[src/rtl/alu_share_arbiter.sv]
// -----------------------------------------------------------------------------
// alu_share_arbiter
//
// Shares one combinational ALU between two requesters. A request (op, A, B) is
// accepted over a valid/ready handshake, its operands are registered and
// presented to the ALU for one execute cycle, and the captured result and zero
// flag are returned to the owning requester over a second valid/ready
// handshake. One operation is in flight at a time (IDLE -> EXEC -> RESP).
//
// Build option:
//   ALU_ARB_ROUND_ROBIN_EN  defined   : round-robin tie-break using a
//                                       last-grant register (requester 0 wins
//                                       the first tie after reset).
//                           undefined : fixed priority, requester 0 wins ties.
//
// Ports:
//   clk, reset                  clock, synchronous active-high reset
//   req_valid_n_i/req_ready_n_o request handshake for requester n (n = 0, 1)
//   req_op_n_i, req_a_n_i,
//   req_b_n_i                   request payload (held stable until accepted)
//   rsp_valid_n_o/rsp_ready_n_i response handshake for requester n
//   rsp_result_o, rsp_zero_o    captured ALU result / zero flag (shared bus)
//   alu_op_o, alu_a_o, alu_b_o  registered operands to the ALU
//   alu_result_i, alu_zero_i    ALU outputs, captured at the end of EXEC
// -----------------------------------------------------------------------------
module alu_share_arbiter #(
  parameter int DATA_WIDTH = 32,
  parameter int OP_WIDTH   = 4
) (
  input  logic                  clk,
  input  logic                  reset,

  input  logic                  req_valid_0_i,
  output logic                  req_ready_0_o,
  input  logic [OP_WIDTH-1:0]   req_op_0_i,
  input  logic [DATA_WIDTH-1:0] req_a_0_i,
  input  logic [DATA_WIDTH-1:0] req_b_0_i,

  input  logic                  req_valid_1_i,
  output logic                  req_ready_1_o,
  input  logic [OP_WIDTH-1:0]   req_op_1_i,
  input  logic [DATA_WIDTH-1:0] req_a_1_i,
  input  logic [DATA_WIDTH-1:0] req_b_1_i,

  output logic                  rsp_valid_0_o,
  input  logic                  rsp_ready_0_i,
  output logic                  rsp_valid_1_o,
  input  logic                  rsp_ready_1_i,
  output logic [DATA_WIDTH-1:0] rsp_result_o,
  output logic                  rsp_zero_o,

  output logic [OP_WIDTH-1:0]   alu_op_o,
  output logic [DATA_WIDTH-1:0] alu_a_o,
  output logic [DATA_WIDTH-1:0] alu_b_o,
  input  logic [DATA_WIDTH-1:0] alu_result_i,
  input  logic                  alu_zero_i
);

  typedef enum logic [1:0] {
    IDLE = 2'd0,
    EXEC = 2'd1,
    RESP = 2'd2
  } state_e;

  state_e                state_q;
  logic [OP_WIDTH-1:0]   op_q;
  logic [DATA_WIDTH-1:0] a_q;
  logic [DATA_WIDTH-1:0] b_q;
  logic [DATA_WIDTH-1:0] result_q;
  logic                  zero_q;
  logic                  owner_q;
  logic                  rsp_valid_0_q;
  logic                  rsp_valid_1_q;

  logic                  prefer_0;
  logic                  grant_0;
  logic                  grant_1;
  logic                  accept;
  logic                  owner_d;
  logic                  rsp_hs;

`ifdef ALU_ARB_ROUND_ROBIN_EN
  // Requester that won the most recent accept; resets to 1 so that
  // requester 0 takes the first tie.
  logic last_q;
  assign prefer_0 = last_q;
`else
  assign prefer_0 = 1'b1;
`endif

  // NOTE: every signal assigned in always_comb is given a value on every
  // path; a missed branch would otherwise infer a latch.
  always_comb begin
    grant_0 = req_valid_0_i & (~req_valid_1_i | prefer_0);
    grant_1 = req_valid_1_i & ~grant_0;
  end

  // Ready is purely a function of the request valids and the current state;
  // it is forced low while reset is asserted so nothing is accepted then.
  assign req_ready_0_o = (state_q == IDLE) & ~reset & grant_0;
  assign req_ready_1_o = (state_q == IDLE) & ~reset & grant_1;

  // A ready is only raised for a valid requester, so ready alone marks an
  // accept, and the ready of requester 1 identifies the new owner.
  assign accept  = req_ready_0_o | req_ready_1_o;
  assign owner_d = req_ready_1_o;

  // Only the owner's rsp_ready can complete the response.
  assign rsp_hs = owner_q ? rsp_ready_1_i : rsp_ready_0_i;

  // NOTE: all sequential state uses non-blocking assignments so every
  // register samples pre-edge values regardless of statement order.
  always_ff @(posedge clk) begin
    if (reset) begin
      state_q       <= IDLE;
      op_q          <= '0;
      a_q           <= '0;
      b_q           <= '0;
      result_q      <= '0;
      zero_q        <= 1'b0;
      owner_q       <= 1'b0;
      rsp_valid_0_q <= 1'b0;
      rsp_valid_1_q <= 1'b0;
`ifdef ALU_ARB_ROUND_ROBIN_EN
      last_q        <= 1'b1;
`endif
    end else begin
      case (state_q)
        IDLE: begin
          if (accept) begin
            op_q    <= owner_d ? req_op_1_i : req_op_0_i;
            a_q     <= owner_d ? req_a_1_i  : req_a_0_i;
            b_q     <= owner_d ? req_b_1_i  : req_b_0_i;
            owner_q <= owner_d;
`ifdef ALU_ARB_ROUND_ROBIN_EN
            last_q  <= owner_d;
`endif
            state_q <= EXEC;
          end
        end
        EXEC: begin
          // Operands have been on the ALU for a full cycle; capture its
          // outputs and raise the owner's response valid together.
          result_q      <= alu_result_i;
          zero_q        <= alu_zero_i;
          rsp_valid_0_q <= ~owner_q;
          rsp_valid_1_q <= owner_q;
          state_q       <= RESP;
        end
        RESP: begin
          if (rsp_hs) begin
            rsp_valid_0_q <= 1'b0;
            rsp_valid_1_q <= 1'b0;
            state_q       <= IDLE;
          end
        end
        default: begin
          state_q <= IDLE;
        end
      endcase
    end
  end

  // ALU operands come straight from the operand registers and therefore
  // hold the last accepted request outside EXEC.
  assign alu_op_o      = op_q;
  assign alu_a_o       = a_q;
  assign alu_b_o       = b_q;
  assign rsp_result_o  = result_q;
  assign rsp_zero_o    = zero_q;
  assign rsp_valid_0_o = rsp_valid_0_q;
  assign rsp_valid_1_o = rsp_valid_1_q;

endmodule
[config.mk]
export PLATFORM = sky130hd
export DESIGN_NAME = alu_share_arbiter
export DESIGN_NICKNAME = d
export VERILOG_FILES = /design/src/rtl/alu_share_arbiter.sv
export SDC_FILE = /design/constraint.sdc
export NUM_CORES = 1
export LEC_CHECK = 0
export ABC_AREA = 1
export CAP_MARGIN = 20
export CORE_UTILIZATION = 25
export DETAILED_ROUTE_END_ITERATION = 8
export PLACE_DENSITY_LB_ADDON = 0.25
export RECOVER_POWER = 100
export SLEW_MARGIN = 0
export SYNTH_ARGS = -nofsm -noshare
export SYNTH_HDL_FRONTEND = slang
export SYNTH_SLANG_ARGS = --single-unit
[constraint.sdc]
create_clock -name clk -period 1.3 [get_ports clk]
set_input_delay 0.195 -clock clk [delete_from_list [all_inputs] [get_ports clk]]
set_output_delay 0.195 -clock clk [all_outputs]
set_load 0.005 [all_outputs]
==> summary.md, run 1 <==
### Run status
- violations in the final reports: negative setup slack
- outcome: finished with violations

### Floorplanning
- number of top-level pins: 280
- Die X: 146 um
- area of the core: 0.0204 sq mm
- starting utilization of the core area: 25.6%
- std cell rows: 52
- die footprint: 0.0214 sq mm
- height of the die: 146 um

### Logic synthesis
- share of flip-flops with an asynchronous set or reset after synthesis: 0%
- share of the synthesized area in the top cell type: 40.7%
- commonest register cell after synthesis: sky130_fd_sc_hd__dfxtp_1
- post-synth design cell area: 0.00521 sq mm
- sequential fraction of the synthesis area: 40.7%
- number of library cell types mapped by synthesis: 17
- cells after synthesis: 833
- number of warning messages in the yosys log: 0
- cells taking the most area after synthesis: sky130_fd_sc_hd__dfxtp_1, sky130_fd_sc_hd__nor2_1, sky130_fd_sc_hd__nand2_1
- number of synthesized flops with an enable pin: 0
- net count of the mapped netlist: 1,008
- cell type with the largest total area after synthesis: sky130_fd_sc_hd__dfxtp_1
- most used standard cell by instance count after synthesis: sky130_fd_sc_hd__nor2_1
- Mean Syn Cell Area: 6.26 sq um
- number of synthesized register bits: 106
- Synth top cells by count: sky130_fd_sc_hd__nor2_1, sky130_fd_sc_hd__nand2_1, sky130_fd_sc_hd__dfxtp_1

### Timing
- clock tree skew after final layout: 0.00909 ns
- count of final max-slew check failures: 0
- post-route minimum period: 1.48 ns
- final worst setup slack: -0.184 ns
- Hold Fails Final Rpt: 0
- final setup violation count: 73
- transition time of the tightest slew-check pin: 0.427 ns
- worst slack on hold paths: 0.345 ns
- fmax: 0.674 GHz
- setup repair after global routing missed its margin: true
- crit share post-route: 114%
- Slew headroom: 71.6%

### Clocking
- clock tree from TritonCTS: yes
- clock slew seen by the registers of the worst setup and hold paths: 0.07 ns
- maximum buffer depth of the clock tree: 2
- deepest level of the CTS H-tree: 3
- total clock sinks: 106
- TritonCTS buffer count: 9
- clock insertion delay at the later pin of the skew report: 0.35 ns
- clock root buffer: sky130_fd_sc_hd__clkbuf_16

### Global routing
- combined global-route utilization of all metal layers: 17.7%
- antenna violations before repair: 0
- wire length of the first global-routing pass: 29,700 um
- maximum number of pins on one net before global-route repair: 38
- total global routing overflow: 0
- number of global-route vias before repair: 5,541

### Worst setup path
- source of the worst register-to-register timing path: state_q[1]
- Worst R2R End: alu_a_o[24]
- peak per-stage delay on the critical path: 0.34 ns
- FF-to-FF setup slack: -0.18 ns
- data arrival time of the worst path: 1.29 ns
- kind of capture point of the worst setup path: primary output
- ordered cell list for the critical path: nor2_4 -> buf_6 -> buf_4 -> nand3_2 -> inv_1 -> buf_2
- Worst EP required: 1.11 ns
- Critical Path Stages: 6
- path depth of the worst reg2reg path: 10
- highest-delay cell along the critical path: sky130_fd_sc_hd__dfxtp_2
- critical path's top delay family: buffers and inverters
- Max Fanout on Critical Path: 3
- critical path start-end classification: reg2out
- count of buffering cells on the critical path with inverters included: 4
- kind of start point of the critical path: flop

### Worst hold path
- Tightest Hold Check Type: in2reg
- endpoint with the worst hold slack: state_q[1]
- Worst Hold Depth: 3
- startpoint of the tightest hold check path: reset

### Finish
- share of the core filled with cells: 47.0%
- multi-input gate area in the final layout: 0.00276 sq mm
- proportion of layout cells with a drive suffix above 1: 13.6%
- NumNets Final: 1,319
- number of standard cells in the layout, taps in and fillers out: 1,418
- Finished Cell Area: 0.00957 sq mm
- FF+latch area: 0.00212 sq mm
- antenna fix cells: 0
- final-layout fill cell count: 2,125
- P&R area growth vs syn: 83.6%

### Detailed routing
- drt total wl: 19,600 um
- average wire length per cell after detail routing: 13.8 um
- antenna-violating nets left: 0
- final routed DRC violation total: 0
- Pre-antenna DRT Iters: 6
- DRT iter0 DRCs: 168
- total vias in the final route: 5,981
- routed via count divided by cell count: 4.22

### Placed design
- number of port buffers: 279
- DP Wirelength: 12,300 um
- placer's final routability congestion estimate: 0.795
- placed insts: 1,377
- area of placed instances: 0.00863 sq mm

### Pwr
- static leakage: 4.90 nW
- power density over the cells: 966 mW/mm^2
- Worst IR Drop VDD: 0.462 mV
- total power consumption of the routed design: 9.25 mW

### Run
- max-capacitance violation count: 0

==> metrics by stage <==
| stage | TNS (ns) | setup WS [ns] |
|---|---|---|
| 2_1_floorplan | 0 | 0.0503 |
| 3_3_place_gp | -36.86 | -0.539 |
| 3_5_place_dp | -37.41 | -0.545 |
| 4_1_cts | -9.06 | -0.159 |
| 5_1_grt | -16.04 | -0.250 |
| 6_report | -9.34 | -0.184 |
==> worst max-delay path by stage <==
stage / slack (ns) / endpoint / startpoint
detailed placement: -0.54 / alu_a_o[14] / reset
CTS: -0.16 / alu_a_o[23] / state_q[1]
floorplan: 0.05 / alu_b_o[21] / state_q[1]
global placement: -0.54 / alu_a_o[14] / reset
finish: -0.18 / req_ready_0_o / state_q[1]
global route: -0.25 / alu_a_o[24] / state_q[1]
==> sequential cells by signal, indices dropped and copies added, names as in the netlist <==
name	cells
alu_a_o	32
alu_b_o	32
alu_op_o	4
owner_q	1
rsp_result_o	32
rsp_valid_0_o	1
rsp_valid_1_o	1
rsp_zero_o	1
state_q	2
==> cells in the final DEF (no fill, tap or decap), drive strengths merged <==
master,Yosys,final
dfxtp,106,106
nand3b,68,68
buf,28,68
clkinvlp,0,1
inv,76,77
o21ai,33,33
clkinv,1,2
bufinv,0,1
nand2,214,214
dlygate4sd2,0,104
nor2,273,273
clkdlybuf4s50,0,173
nand3,5,5
a21oi,4,4
clkbuf,25,19
==> kinds of logic after synthesis <==
logic type             Yosys count  synth area share, %
AO/OA/AOI/OAI                   37                 3.63
AND/OR/NAND/NOR                560                 45.5
buffers and inverters          130                 10.2
flip-flops                     106                 40.7
==> cell type report <==
type / count / area share, %
Timing Repair Buffer: 353 / 39.4
Inverter: 77 / 3.02
Tap cell: 270 / 3.53
Multi-Input combinational cell: 597 / 28.8
Clock buffer: 11 / 2.54
Sequential cell: 106 / 22.2
Clock inverter: 4 / 0.536
==> repair_timing <==
| item | 4_1_cts | 5_1_grt |
|---|---|---|
| resized for setup | 174 | 58 |
| setup endpoints to repair | 173 | 72 |
| pin swaps | 6 | 19 |
| setup buffers | 11 | 1 |
| cloned | 11 | 7 |
| hold buffers | 0 | 0 |
==> worst min-delay path, stage by stage <==
cell and delay, ns:
sky130_fd_sc_hd__dlygate4sd2_1 0.26, sky130_fd_sc_hd__buf_4 0.15, sky130_fd_sc_hd__a21oi_1 0.04
==> power by group <==
group / total [mW] / leakage (nW) / internal [mW] / switching [mW]
clock: 2.79 / 0.142 / 1.54 / 1.25
sequential: 3.72 / 0.874 / 3.58 / 0.141
combinational: 2.74 / 3.89 / 1.56 / 1.17
total: 9.25 / 4.90 / 6.68 / 2.57
==> metal layers <==
layer  part of all wire, %  vias up  wire (um)  GRT usage, %
li1                      -     3135          -             -
met1                    42     2632       8300          21.3
met2                    49      198       9530          29.9
met3                   7.7       16       1500          5.59
met4                   1.3        0        263          5.47
met5                     0        -          0             0
Note: power is estimated with default switching activity, not from simulation.
==> inputs of run 2 (changes only) <==
Settings changed: CORE_MARGIN set to 2, CORE_UTILIZATION 25 to 36.
==> run 2 against run 1 <==
The flow still finishes with violations (negative setup slack). Combinational power up 5%. Via count up 3.4%. Clock power is 11% higher. Core utilization rose by 22 points. Worst setup slack got worse by 0.014 ns. Count of clock-buffer cells in the layout is 1 lower. Sequential cell count did not move. Global-route usage is 5.5 points higher. First-iteration DRC count up 65%. Cell count shrank 7.5%. Largest power group unchanged.
==> summary.md, run 2 (synthesis results as in run 1) <==
### Finish
- most common cell after layout, fill and taps aside: sky130_fd_sc_hd__nor2_1
- share of the core filled with cells: 69.5%
- commonest non-fill, non-tap cells in the layout: sky130_fd_sc_hd__nor2_1, sky130_fd_sc_hd__clkdlybuf4s50_1, sky130_fd_sc_hd__nand2_1
- antenna fix cells: 0
- FF+latch area: 0.00212 sq mm
- number of standard cells in the layout, taps in and fillers out: 1,311
- proportion of layout cells with a drive suffix above 1: 18.4%
- P&R area growth vs syn: 86.5%
- multi-input gate area in the final layout: 0.00320 sq mm
- final-layout fill cell count: 1,192
- NumNets Final: 1,301

### Floorplanning
- height of the die: 124 um
- Die X: 124 um
- die footprint: 0.0155 sq mm
- area of the core: 0.0140 sq mm
- std cell rows: 43
- starting utilization of the core area: 37.3%
- number of top-level pins: 280

### Run status
- outcome: finished with violations
- violations in the final reports: negative setup slack

### Global routing
- combined global-route utilization of all metal layers: 23.2%
- wire length of the first global-routing pass: 29,000 um
- number of global-route vias before repair: 5,799
- maximum number of pins on one net before global-route repair: 70
- antenna violations before repair: 0
- total global routing overflow: 0

### Timing
- setup repair after global routing missed its margin: true
- final worst setup slack: -0.197 ns
- transition time of the tightest slew-check pin: 0.388 ns
- Slew headroom: 74.2%
- fmax: 0.668 GHz
- Hold Fails Final Rpt: 0
- crit share post-route: 115%
- Sum Neg Setup Slack: -9.80 ns
- final setup violation count: 84
- count of final max-slew check failures: 0
- post-route minimum period: 1.50 ns
- clock tree skew after final layout: 0.00446 ns

### Placed design
- placed insts: 1,273
- placer's final routability congestion estimate: 0.793
- DP Wirelength: 11,800 um
- Post-Place Setup Slack: -0.576 ns
- number of port buffers: 279

### Worst setup path
- peak per-stage delay on the critical path: 0.33 ns
- kind of capture point of the worst setup path: flop
- Worst EP required: 1.55 ns
- FF-to-FF setup slack: -0.20 ns
- ordered cell list for the critical path: nor2_4 -> buf_6 -> nand2_4 -> a21oi_4 -> buf_12 -> buf_12 -> nand2_4 -> nor2_4 -> nor2_1
- highest-delay cell along the critical path: sky130_fd_sc_hd__dfxtp_2
- Max Fanout on Critical Path: 8
- critical path start-end classification: reg2reg
- data arrival time of the worst path: 1.75 ns
- kind of start point of the critical path: flop
- path depth of the worst reg2reg path: 9

### Clocking
- total clock sinks: 106
- deepest level of the CTS H-tree: 3
- clock insertion delay at the later pin of the skew report: 0.35 ns
- clock slew seen by the registers of the worst setup and hold paths: 0.07 ns
- clock root buffer: sky130_fd_sc_hd__clkbuf_16
- TritonCTS buffer count: 9
- Post-CTS Hold Buffers: 0
- maximum buffer depth of the clock tree: 2
- clock tree from TritonCTS: yes

### Detailed routing
- met2 WL: 9550 um
- Pre-antenna DRT Iters: 5
- top routing layer used: met4
- final routed DRC violation total: 0
- total vias in the final route: 6,185
- Metal-1 WL: 7280 um
- routed via count divided by cell count: 4.72
- average wire length per cell after detail routing: 14.6 um
- antenna-violating nets left: 0
- drt total wl: 19,100 um
- Met3 Routed Length: 1620 um
- DRT iter0 DRCs: 278

### Pwr
- power density over the cells: 1000 mW/mm^2
- switching share of power: 27.5%
- total net switching power: 2.68 mW
- share of power burned in the clock network: 31.9%
- Worst IR Drop VDD: 0.633 mV
- combinational cell fraction of total power: 29.7%
- static leakage: 5.00 nW
- internal power summed over all cells: 7.05 mW
- part of the total power dissipated in sequential elements: 38.3%

### Worst hold path
- Tightest Hold Check Type: in2reg
- Worst Hold Depth: 3

### Run
- max-capacitance violation count: 0

==> run 2: changes by cell type in the layout (fill, tap and decap cells not counted), sizes merged <==
| cell | delta |
|---|---|
| buf | -17 |
| bufinv | +2 |
| clkbuf | -2 |
| clkinv | +1 |
| clkinvlp | -1 |
==> run 2: per-layer routing <==
| metal | vias up | global-route usage, % |
|---|---|---|
| met4 | 0 | 9.72 |
| met2 | 265 | 41.3 |
| met1 | 2785 | 25.3 |
| met5 | - | 0 |
| li1 | 3097 | - |
| met3 | 38 | 7.30 |
==> run 2: worst paths after layout <==
path,start,endpoint
worst max register to register,state_q[1],alu_a_o[29]
worst max-delay path,state_q[1],alu_a_o[29]
worst min-delay path,reset,state_q[1]
worst min register to register,rsp_result_o[15],rsp_result_o[15]
==> run 2: stage by stage <==
step / area (sq um) / total power, mW / hold slack [ns]
after detailed placement: 8380 / 6.35 / 0.450
after global routing: 9720 / 10.2 / 0.331
final: 9720 / 9.72 / 0.322
after floorplan: 5210 / 4.84 / 0.264
after global placement: 8380 / 6.32 / 0.448
after CTS: 9290 / 9.57 / 0.319
==> run 2: power groups by stage <==
stage          Sequential [mW]  Clock [mW]  Combinational (mW)
2_1_floorplan             3.82           0                1.02
3_5_place_dp              3.81           0                2.54
6_report                  3.73        3.10                2.89
4_1_cts                   3.74        3.15                2.69
5_1_grt                   3.77        3.30                3.16
3_3_place_gp              3.80           0                2.52
==> run 2: final cells by class <==
class / count / area share [%]
Clock inverter: 6 / 1.08
Tap cell: 180 / 2.32
Multi-Input combinational cell: 597 / 32.9
Sequential cell: 106 / 21.9
Timing Repair Buffer: 335 / 36.5
Inverter: 77 / 2.97
Clock buffer: 10 / 2.36
==> run 2: timing repair <==
item,CTS,global route
setup endpoints to repair,175,78
pin swaps,33,81
gates resized for setup,217,133
cloned,10,6
hold endpoints to repair,0,0
buffers inserted,9,1
==> run 2: critical path, delay by kind of cell, from the launching register on <==
kind | cells | cell delay [ns]
AO/OA/AOI/OAI | 1 | 0.18
buffers and inverters | 3 | 0.48
flip-flops | 1 | 0.33
AND/OR/NAND/NOR | 5 | 0.38
